<file path="src/rtl/vliw_pkg.sv">
// Shared types and constants for the VLIW fetch stage: instruction width, NOP encoding,
// bundle layout (slot 0 in the low word) and the prefetch FIFO entry.
package vliw_pkg;

  localparam int INST_W    = 32;
  localparam int NUM_SLOTS = 2;

  localparam logic [INST_W-1:0] NOP_INST = 32'h0000_0013;

  typedef logic [NUM_SLOTS-1:0][INST_W-1:0] bundle_t;

  typedef struct packed {
    logic [31:0] pc;
    bundle_t     bundle;
  } fifo_entry_t;

  localparam bundle_t NOP_BUNDLE = {NUM_SLOTS{NOP_INST}};

endpackage

</file>
<file path="src/rtl/vliw_fetch_fifo.sv">
// Synchronous prefetch FIFO of {pc, bundle} entries with a clear input that has
// priority over push; DEPTH must be a power of two so the pointers wrap naturally.
module vliw_fetch_fifo
  import vliw_pkg::*;
#(
  parameter int DEPTH = 4
) (
  input  logic                     clk,
  input  logic                     rst,
  input  logic                     clear,
  input  logic                     push,
  input  logic                     pop,
  input  fifo_entry_t              wdata,
  output fifo_entry_t              rdata,
  output logic [$clog2(DEPTH):0]   count,
  output logic                     empty,
  output logic                     full
);

  localparam int PTR_W = $clog2(DEPTH);
  localparam logic [PTR_W:0] DEPTH_L = (PTR_W + 1)'(DEPTH);

  fifo_entry_t      mem_q [DEPTH];
  logic [PTR_W-1:0] wr_ptr_q, wr_ptr_d;
  logic [PTR_W-1:0] rd_ptr_q, rd_ptr_d;
  logic [PTR_W:0]   count_q, count_d;
  logic             do_push, do_pop;

  assign empty   = (count_q == '0);
  assign full    = (count_q == DEPTH_L);
  assign count   = count_q;
  assign rdata   = mem_q[rd_ptr_q];
  assign do_pop  = pop && !empty;
  assign do_push = push && (!full || do_pop);

  always_comb begin
    wr_ptr_d = wr_ptr_q;
    rd_ptr_d = rd_ptr_q;
    count_d  = count_q;
    if (clear) begin
      wr_ptr_d = '0;
      rd_ptr_d = '0;
      count_d  = '0;
    end else begin
      if (do_push) wr_ptr_d = wr_ptr_q + 1'b1;
      if (do_pop)  rd_ptr_d = rd_ptr_q + 1'b1;
      if (do_push && !do_pop)      count_d = count_q + 1'b1;
      else if (!do_push && do_pop) count_d = count_q - 1'b1;
    end
  end

  // NOTE: sequential state uses non-blocking assignments so every flop samples pre-edge values.
  always_ff @(posedge clk) begin
    if (rst) begin
      wr_ptr_q <= '0;
      rd_ptr_q <= '0;
      count_q  <= '0;
    end else begin
      wr_ptr_q <= wr_ptr_d;
      rd_ptr_q <= rd_ptr_d;
      count_q  <= count_d;
    end
  end

  // NOTE: storage is left unreset; count/pointers alone define which entries are valid.
  always_ff @(posedge clk) begin
    if (do_push && !clear) mem_q[wr_ptr_q] <= wdata;
  end

endmodule

</file>
<file path="src/rtl/vliw_fetch.sv">
// VLIW fetch/issue stage: credit-limited bundle requests, prefetch FIFO, instruction register
// and branch redirect/squash. Define VLIW_FETCH_PERF_EN to enable the perf counters.
module vliw_fetch
  import vliw_pkg::*;
#(
  parameter int          SLOTS      = NUM_SLOTS,
  parameter int          FIFO_DEPTH = 4,
  parameter logic [31:0] RESET_PC   = 32'h0000_0000
) (
  input  logic                    clk,
  input  logic                    rst,
  input  logic                    stall,
  input  logic                    branch_taken,
  input  logic [31:0]             branch_target,
  output logic                    imem_req_valid,
  input  logic                    imem_req_ready,
  output logic [31:0]             imem_req_addr,
  input  logic                    imem_rsp_valid,
  input  logic [SLOTS*INST_W-1:0] imem_rsp_data,
  output logic [SLOTS*INST_W-1:0] issue_inst,
  output logic [31:0]             issue_pc,
  output logic                    branch_squash,
  output logic [31:0]             perf_fetch_cnt,
  output logic [31:0]             perf_bubble_cnt,
  output logic [31:0]             perf_flush_cnt
);

  localparam int               CNT_W        = $clog2(FIFO_DEPTH) + 1;
  localparam logic [CNT_W:0]   DEPTH_LIM    = (CNT_W + 1)'(FIFO_DEPTH);
  localparam logic [CNT_W-1:0] CNT_ONE      = CNT_W'(1);
  localparam logic [31:0]      BUNDLE_BYTES = 32'(SLOTS * 4);

  logic [31:0]      pc_q, pc_d, rsp_pc_q, rsp_pc_d, issue_pc_q, issue_pc_d;
  logic [CNT_W-1:0] outstanding_q, outstanding_d, drop_q, drop_d;
  bundle_t          ir_q, ir_d;

  logic             fifo_push, fifo_pop, fifo_empty, fifo_full;
  logic [CNT_W-1:0] fifo_count;
  fifo_entry_t      fifo_head, fifo_wdata;
  logic             req_accept;

  assign fifo_wdata     = '{pc: rsp_pc_q, bundle: imem_rsp_data};
  assign imem_req_valid = !rst && !branch_taken &&
                          (({1'b0, fifo_count} + {1'b0, outstanding_q}) < DEPTH_LIM);
  assign imem_req_addr  = pc_q;
  assign req_accept     = imem_req_valid && imem_req_ready;
  assign branch_squash  = branch_taken;
  assign issue_inst     = ir_q;
  assign issue_pc       = issue_pc_q;

  vliw_fetch_fifo #(.DEPTH(FIFO_DEPTH)) u_fifo (
    .clk   (clk),
    .rst   (rst),
    .clear (branch_taken),
    .push  (fifo_push),
    .pop   (fifo_pop),
    .wdata (fifo_wdata),
    .rdata (fifo_head),
    .count (fifo_count),
    .empty (fifo_empty),
    .full  (fifo_full)
  );

  // NOTE: every always_comb output gets a default first so no latch can be inferred.
  always_comb begin
    pc_d          = pc_q;
    rsp_pc_d      = rsp_pc_q;
    outstanding_d = outstanding_q;
    drop_d        = drop_q;
    ir_d          = ir_q;
    issue_pc_d    = issue_pc_q;
    fifo_push     = 1'b0;
    fifo_pop      = 1'b0;
    if (req_accept) begin
      pc_d          = pc_q + BUNDLE_BYTES;
      outstanding_d = outstanding_q + CNT_ONE;
    end
    // rsp_pc tracks the address of the next live response, so it skips dropped ones.
    if (imem_rsp_valid) begin
      outstanding_d = outstanding_d - CNT_ONE;
      if (drop_q != '0) begin
        drop_d = drop_q - CNT_ONE;
      end else if (!branch_taken) begin
        fifo_push = 1'b1;
        rsp_pc_d  = rsp_pc_q + BUNDLE_BYTES;
      end
    end
    if (branch_taken) begin
      pc_d     = branch_target;
      rsp_pc_d = branch_target;
      drop_d   = outstanding_d;
      ir_d     = NOP_BUNDLE;
    end else if (!stall) begin
      if (fifo_empty) begin
        ir_d = NOP_BUNDLE;
      end else begin
        ir_d       = fifo_head.bundle;
        issue_pc_d = fifo_head.pc;
        fifo_pop   = 1'b1;
      end
    end
  end

  always_ff @(posedge clk) begin
    if (rst) begin
      pc_q          <= RESET_PC;
      rsp_pc_q      <= RESET_PC;
      outstanding_q <= '0;
      drop_q        <= '0;
      ir_q          <= NOP_BUNDLE;
      issue_pc_q    <= '0;
    end else begin
      pc_q          <= pc_d;
      rsp_pc_q      <= rsp_pc_d;
      outstanding_q <= outstanding_d;
      drop_q        <= drop_d;
      ir_q          <= ir_d;
      issue_pc_q    <= issue_pc_d;
    end
  end

`ifdef VLIW_FETCH_PERF_EN
  logic [31:0] perf_fetch_q, perf_fetch_d;
  logic [31:0] perf_bubble_q, perf_bubble_d;
  logic [31:0] perf_flush_q, perf_flush_d;

  always_comb begin
    perf_fetch_d  = perf_fetch_q;
    perf_bubble_d = perf_bubble_q;
    perf_flush_d  = perf_flush_q;
    if (branch_taken)     perf_flush_d  = perf_flush_q + 32'd1;
    else if (fifo_pop)    perf_fetch_d  = perf_fetch_q + 32'd1;
    else if (!stall)      perf_bubble_d = perf_bubble_q + 32'd1;
  end

  always_ff @(posedge clk) begin
    if (rst) begin
      perf_fetch_q  <= '0;
      perf_bubble_q <= '0;
      perf_flush_q  <= '0;
    end else begin
      perf_fetch_q  <= perf_fetch_d;
      perf_bubble_q <= perf_bubble_d;
      perf_flush_q  <= perf_flush_d;
    end
  end

  assign perf_fetch_cnt  = perf_fetch_q;
  assign perf_bubble_cnt = perf_bubble_q;
  assign perf_flush_cnt  = perf_flush_q;
`else
  assign perf_fetch_cnt  = 32'h0;
  assign perf_bubble_cnt = 32'h0;
  assign perf_flush_cnt  = 32'h0;
`endif

endmodule

</file>
<file path="config.mk">
export PLATFORM = sky130hd
export DESIGN_NAME = vliw_fetch
export DESIGN_NICKNAME = d
export VERILOG_FILES = /design/src/rtl/vliw_pkg.sv /design/src/rtl/vliw_fetch_fifo.sv /design/src/rtl/vliw_fetch.sv
export SDC_FILE = /design/constraint.sdc
export NUM_CORES = 1
export LEC_CHECK = 0
export ABC_AREA = 0
export CAP_MARGIN = 25
export CELL_PAD_IN_SITES_DETAIL_PLACEMENT = 0
export CELL_PAD_IN_SITES_GLOBAL_PLACEMENT = 1
export CORE_ASPECT_RATIO = 2
export CORE_MARGIN = 1
export CORE_UTILIZATION = 40
export DETAILED_ROUTE_END_ITERATION = 6
export PLACE_DENSITY_LB_ADDON = 0.1
export SLEW_MARGIN = 30
export SYNTH_ARGS = -nofsm -noshare
export SYNTH_HDL_FRONTEND = slang
export SYNTH_SLANG_ARGS = --single-unit
</file>
<file path="constraint.sdc">
create_clock -name clk -period 4.4 [get_ports clk]
set_clock_uncertainty 0.05 [all_clocks]
set_input_delay 0.88 -clock clk [delete_from_list [all_inputs] [get_ports clk]]
set_output_delay 0.88 -clock clk [all_outputs]
set_load 0.02 [all_outputs]
</file>
Word-level counts from Yosys, hierarchy flattened
Memories as Yosys holds them, arrays and structs flattened. A register that Yosys moved wholly into a read port is not among the register bits.
Index checks and enable logic that the tools add are counted.
Storage, ports and cells
  register bits after elaboration: 173
  bits in writable memories: 384
  input bits: 102
  memories kept: 1
Cells by class
  add/subtract/negate cells: 10
  $lt $le $gt $ge: 1
  equality and inequality tests: 2
  mux-type cells: 23
  bitwise operators: 3
  reduce and logical (&&, ||, !) cells: 25
Memories
  u_fifo.mem_q: depth 4, width 96, read ports 1, clocked after Yosys merged registers in 1, write ports 1, RTL line vliw_fetch_fifo.sv:23  | fifo_entry_t mem_q [DEPTH];
Operators by type and width (count)
  32-bit 2-to-1 mux: 5
  32-bit by 4-bit adder with 32-bit output (second input constant): 2
  64-bit 2-to-1 mux: 1
  3-bit 2-to-1 mux: 7
  3-bit by 1-bit subtractor with 3-bit output (second input constant): 3
  1-bit logical AND: 8
  1-bit 2-to-1 mux: 8
  2-bit nonzero test: 4
  3-bit by 1-bit adder with 3-bit output (second input constant): 2
  1-bit zero test: 6
  2-bit by 1-bit adder with 2-bit output (second input constant): 2
  3-bit by 3-bit adder with 4-bit output: 1
  4-bit by 3-bit < comparator with 1-bit output (second input constant): 1
  2-bit 2-to-1 mux: 2
  2-bit AND reduction: 2
  3-bit equality test (second input constant): 1
  3-bit zero test: 1
  1-bit inverter: 3
  3-bit AND reduction: 1
  3-bit nonzero test: 1
  2-bit != test (second input constant): 1
  2-bit OR reduction: 1
  1-bit logical OR: 1

Longest topological paths before layout
Gate-level depths: netlist (run 1).
  depth after elaboration: 11
  mapped depth: 12
  depth with buffers taken out: 10

By module
From an unflattened synthesis (run 1), not the netlist that was laid out.
Second synthesis, totals
  cells, all modules: 1507
  area total of the unflattened synthesis: 22287.6 um2
Modules (own cells, without submodules)
  vliw_fetch_fifo: instances 1, cells each 554, area each 14341.3 um2, sequential area each 11711.2 um2
  vliw_fetch: instances 1, cells each 953, area each 7946.4 um2, sequential area each 3323.2 um2

Worst setup path before layout (run 1)
No wires, ideal clock.
  kind: input to register
  start point: input imem_rsp_valid
  end point: memory u_fifo.mem_q[1][0] (netlist name), enable pin
  setup time: 0.466 ns
  arrival time: 4.176 ns
  setup slack: -0.292 ns
  stages on the path: 6
  buffers on the path: 3
  path through: clkbuf_1 and3b_1 clkbuf_1 o311a_1 clkbuf_1 and2_1
Between the ends
  cells in the longest elaborated chain, start to end: 5
RTL lines
  start: declaration: RTL line vliw_fetch.sv:18  | input logic imem_rsp_valid,
  1-bit 2-to-1 mux: RTL line vliw_fetch.sv:79  | if (imem_rsp_valid) begin
  1-bit logical AND: RTL line vliw_fetch_fifo.sv:34  | assign do_push = push && (!full || do_pop);
  1-bit logical AND: RTL line vliw_fetch_fifo.sv:67  | if (do_push && !clear) mem_q[wr_ptr_q] <= wdata;
  1-bit 2-to-1 mux: RTL line vliw_fetch_fifo.sv:67
  1-bit 2-to-1 mux (implied by the code): RTL line vliw_fetch_fifo.sv:67
  end: declaration: RTL line vliw_fetch_fifo.sv:23
No other way between the ends.

Final worst setup path (run 1)
  start point: input branch_taken
  end point: output imem_req_valid
Between the ends
  cells in the longest elaborated chain, start to end: 3
RTL lines
  start: declaration: RTL line vliw_fetch.sv:13  | input logic branch_taken,
  1-bit zero test: RTL line vliw_fetch.sv:43  | assign imem_req_valid = !rst && !branch_taken &&
  1-bit logical AND (2 in series): RTL line vliw_fetch.sv:43
  end: declaration: RTL line vliw_fetch.sv:15  | output logic imem_req_valid,
No other way between the ends.

==> results.yml, run 1 <==
global_routing:
  antenna_found_initial: 5
  grt-ovfl-total: 0
  grt_pass1_vias: 13268
  grt_util_all_layers: 0.188
  grt_pass1_wl_mm: 78.6
  grt_max_degree: 75
power:
  max-vdd-ir-drop_uv: 275
  p_leak_nw: 8.58
  power.density_nw_per_um2: 421
finish:
  final_common_cell: "edfxtp_1"
  drive_gt1_frac: 0.133
  final_cell_mix: "edfxtp_1, clkdlybuf4s50_1, dfxtp_1"
  stdcell_area_sq_um: 26500
  fillers: 4703
  area_growth_syn_to_layout_pct: 20.9
  fin_nets: 1805
yosys:
  synth_cell_types: 59
  ys_seq_elements: 559
  synth_edf_count: 384
  ys_seq_area_frac: 0.687
  async_flop_share: 0
  netlist_area_sq_um: 21900
  syn-instance-count: 1455
  synth_warnings: 0
  avgSynthCellArea_sq_um: 15.0
  synth_top_flop_cell: "edfxtp_1"
drt:
  ant_nets: 0
  finalWirelength_mm: 52.0
  drt-vias-per-instance: 5.22
  dr.pass1.iters: 7
  drc: 0
  drtIter0Drc: 657
  route.detailed.wl_per_inst_um: 21.6
  vias: 12579
sta:
  setup_viol: 0
  fmax_mhz: 286
  post-route-min-period_ns: 3.50
  hold_slack_ns: 0.406
  rsz0062_at_grt: "no"
  report.final.slew_viol_count: 0
  timing.final.crit_share: 0.794
  slew_headroom: 0.391
  tightestPinTransition_ns: 0.914
  hold_viol_final: 0
  setup_tns_ns: 0
setup_path:
  worstPathMaxFanout: 7
  critPathSlowestCell: "clkdlybuf4s50_1"
  cp.arrival_ns: 2.57
  required_ns: 3.47
  worstPathCellList: "clkdlybuf4s50_1 -> nor4_4 -> nand2_1 -> nor2_1 -> clkdlybuf4s50_1"
  max_stage_delay_ns: 0.61
  crit_path_frequent_cell: "clkdlybuf4s50_1"
  end_kind: "output port"
  cp_num_buf_inv: 2
  startpoint_type: "input port"
  critPathKind: "input port to output port"
  crit_family: "buffers and inverters"
cts:
  clk_latency_ns: 0.58
  clock-sinks: 559
  cts-root-buf: "clkbuf_16"
  cts_tree: "yes"
  post_cts_resized: 0
  ctsHoldBuffers: 0
  post_cts_buffers: 0
  htreeDepth: 2
  cts_buffers: 50
  clk_pin_slew_ns: 0.06
  clockBufferDepth: 3
floorplanning:
  dieArea_sq_um: 55700
  ioPinCount: 328
  row_count: 121
  initial_core_util: 0.404
  die_x_um: 167
  die_y_um: 333
  core_sq_um: 54200
job:
  cap_violations: 0
place:
  portBuffers: 231
  placed_area_sq_um: 24800
  dp_hpwl_mm: 34.0
  place.gp.congestion: 0.813
run_status:
  status: "finished, final reports clean"
min_path:
  holdCritPathClass: "register to register"
registers in the layout (all words and copies together) (netlist names), named ones only:
| register | cells |
|---|---|
| drop_q | 3 |
| issue_pc | 32 |
| imem_req_addr | 32 |
| outstanding_q | 3 |
| u_fifo.count | 3 |
| u_fifo.rd_ptr_q | 2 |
| rsp_pc_q | 32 |
| u_fifo.mem_q | 384 |
| issue_inst | 64 |
| u_fifo.wr_ptr_q | 2 |
worst reg2reg max path, stage by stage (launching register included):
cell	delay (ns)
dfxtp_1	0.42
ha_1	0.29
nor4_4	0.36
nand4_1	0.59
or2_2	0.55
o32a_1	0.34
a21oi_1	0.14
synthesized netlist by cell type (all sizes together), types with 22 or more instances:
cell type / count / share of area
edfxtp: 384 / 0.53
dfxtp: 175 / 0.16
nand2: 118 / 0.020
buf: 111 / 0.036
nor2: 102 / 0.017
mux4: 96 / 0.099
clkbuf: 66 / 0.011
a22oi: 58 / 0.020
a21oi: 54 / 0.012
xor2: 25 / 0.010
xnor2: 23 / 0.0092
nand3: 22 / 0.0050
layer usage:
metal	vias up	GRT usage	wire, um
li1	5776	-	-
met1	6298	0.197	18900
met2	409	0.362	28600
met3	88	0.0355	2620
met4	8	0.0752	1740
met5	-	0	59
area by class of cell:
cell class,count,area (sq um),share of cell area
Clock buffer,76,1510,0.0572
Tap cell,676,846,0.0320
Sequential cell,559,15000,0.568
Multi-Input combinational cell,793,6130,0.231
Inverter,21,78.8,0.00298
Timing Repair Buffer,264,2680,0.101
Antenna cell,1,2.50,0.0000946
Clock inverter,18,180,0.00681
metrics by stage:
step	total power (W)	std cells	util	setup WS [ns]
floorplan	0.00651	1550	-	0.764
global placement	0.00680	2313	0.457	0.705
detailed placement	0.00682	2313	0.457	0.708
CTS	0.0113	2407	0.488	0.903
global route	0.0115	2408	0.488	0.747
finish	0.0111	2408	0.488	0.905
final timing paths:
| check | startpoint | to | slack (ns) | cells past startpoint |
|---|---|---|---|---|
| worst min register to register | issue_pc[27] | issue_pc[27] | 0.41 | 2 |
| worst max register to register | u_fifo.count[2] | imem_req_addr[22] | 1.58 | 6 |
| worst max-delay path | branch_taken | imem_req_valid | 0.90 | 5 |
| worst min-delay path | issue_pc[27] | issue_pc[27] | 0.41 | 2 |
logic make-up (layout without fill, tap and decap cells):
logic type | count (synthesis) | in the layout | synth area share
flops | 559 | 559 | 0.687
simple gates | 325 | 325 | 0.0696
compound gates | 208 | 208 | 0.0633
buf+inv | 198 | 379 | 0.0512
mux | 102 | 102 | 0.102
xor+xnor | 48 | 48 | 0.0192
fa+ha+maj | 14 | 14 | 0.00834
other cells | 1 | 97 | 0.000171
power breakdown:
part	switching, W	leakage [nW]	total, W	internal [W]
combinational	0.000467	2.84	0.000816	0.000349
clock	0.00189	0.822	0.00445	0.00256
sequential	0.000113	4.92	0.00587	0.00576
total	0.00247	8.58	0.0111	0.00867
Power figures use the tool's default switching activity.
==> run 2: changes to the inputs <==
==> constraint.sdc (replaced) <==
create_clock -name clk -period 2.89 [get_ports clk]
set_clock_uncertainty 0.05 [all_clocks]
set_input_delay 0.578 -clock clk [delete_from_list [all_inputs] [get_ports clk]]
set_output_delay 0.578 -clock clk [all_outputs]
set_load 0.02 [all_outputs]
==> results.yml, run 2 (synthesized netlist as in run 1, its figures left out) <==
floorplanning:
  core_sq_um: 54200
  die_x_um: 167
  dieArea_sq_um: 55700
  ioPinCount: 328
  die_y_um: 333
  row_count: 121
  initial_core_util: 0.404
setup_path:
  end_kind: "output port"
  required_ns: 2.26
  crit_family: "flip-flops"
  cp_num_buf_inv: 1
  critPathSlowestCell: "dfxtp_1"
  critPathKind: "register to output port"
  worstPathCellList: "ha_1 -> nor4_4 -> nand2_1 -> nor2_1 -> dlygate4sd2_1"
  cp.arrival_ns: 2.05
  startpoint_type: "register"
  max_stage_delay_ns: 0.43
  worstPathMaxFanout: 5
global_routing:
  antenna_found_initial: 4
  grt_max_degree: 75
  grt-ovfl-total: 0
  grt_pass1_vias: 13233
  grt_pass1_wl_mm: 80.5
  grt_util_all_layers: 0.193
drt:
  route.detailed.wl_per_inst_um: 21.8
  drtIter0Drc: 632
  ant_nets: 0
  drt-vias-per-instance: 5.22
  dr.pass1.iters: 6
  vias: 12678
  drc: 0
  finalWirelength_mm: 52.9
sta:
  post-route-min-period_ns: 2.68
  report.final.slew_viol_count: 0
  hold_viol_final: 0
  timing.final.crit_share: 0.927
  fin_ws_ns: 0.211
  fmax_mhz: 373
  tightestPinTransition_ns: 0.801
  setup_viol: 0
  slew_headroom: 0.466
  setup_tns_ns: 0
  rsz0062_at_grt: "no"
place:
  dp_hpwl_mm: 34.6
  portBuffers: 231
  dp_slack_ns: -0.00797
  place.gp.congestion: 0.849
cts:
  post_cts_buffers: 0
  clk_pin_slew_ns: 0.06
  htreeDepth: 2
  post_cts_resized: 1
  cts-root-buf: "clkbuf_16"
  ctsHoldBuffers: 0
  cts_buffers: 51
  clk_latency_ns: 0.58
  clock-sinks: 559
  clockBufferDepth: 3
  cts_tree: "yes"
finish:
  fin_nets: 1828
  largest_reg_flops: 384
  drive_gt1_frac: 0.143
  area_growth_syn_to_layout_pct: 22.2
  regMostFlops: "u_fifo.mem_q"
  final_common_cell: "edfxtp_1"
  final_cell_mix: "edfxtp_1, clkdlybuf4s50_1, dfxtp_1"
min_path:
  holdCritPathClass: "input port to register"
job:
  cap_violations: 0
power:
  p_leak_nw: 8.73
  power.density_nw_per_um2: 640
  max-vdd-ir-drop_uv: 370
run_status:
  status: "finished, final reports clean"
==> run 2: worst paths after layout <==
kind / startpoint / endpoint / slack (ns) / cells past startpoint
max reg2reg: u_fifo.count[0] / u_fifo.count[2] / 0.30 / 10
min reg2reg: issue_pc[30] / issue_pc[30] / 0.41 / 2
min: rst / imem_req_addr[1] / 0.39 / 3
max: u_fifo.count[2] / imem_req_valid / 0.21 / 5
==> run 2: worst register-to-register path: cells and delay by family, from the launching register on <==
kind | cells | cell delay (ns)
XOR/XNOR | 1 | 0.17
AND/OR/NAND/NOR | 4 | 1.04
buffers and inverters | 2 | 0.13
flip-flops | 1 | 0.40
AO/OA/AOI/OAI | 1 | 0.15
adder cells (fa/ha/maj) | 2 | 0.55
==> run 2: per-stage QoR <==
| stage | hold WS, ns | cell area, sq um | power [W] | util | instances |
|---|---|---|---|---|---|
| final | 0.393 | 26800 | 0.0171 | 0.494 | 2431 |
| after floorplan | 0.410 | 22300 | 0.00992 | - | 1550 |
| after global placement | 0.394 | 25000 | 0.0104 | 0.462 | 2335 |
| after global routing | 0.383 | 26800 | 0.0178 | 0.494 | 2431 |
| after CTS | 0.362 | 26700 | 0.0174 | 0.494 | 2430 |
| after detailed placement | 0.396 | 25000 | 0.0104 | 0.462 | 2335 |
==> run 2: final cells by class <==
| class | instances | area (sq um) |
|---|---|---|
| repair buffers | 286 | 2950 |
| multi-input cells | 793 | 6130 |
| fillers | 4741 | 27400 |
| clock buffers | 72 | 1460 |
| clock inverters | 23 | 248 |
| flip-flops and latches | 559 | 15000 |
| diodes | 1 | 2.50 |
| well taps | 676 | 846 |
| inverters | 21 | 78.8 |
==> run 2: layer usage <==
layer	part of all wire	up-vias	wire, um	GRT usage
met5	0.00077	-	41	0
met4	0.040	6	2090	0.0826
met3	0.047	97	2500	0.0350
met2	0.55	405	29100	0.369
met1	0.36	6351	19200	0.203
li1	-	5819	-	-
==> run 2: power breakdown <==
| part | internal, W | total, W | switching (W) |
|---|---|---|---|
| logic | 0.000567 | 0.00130 | 0.000730 |
| registers | 0.00877 | 0.00893 | 0.000163 |
| clock network | 0.00397 | 0.00690 | 0.00293 |
| total | 0.0133 | 0.0171 | 0.00382 |
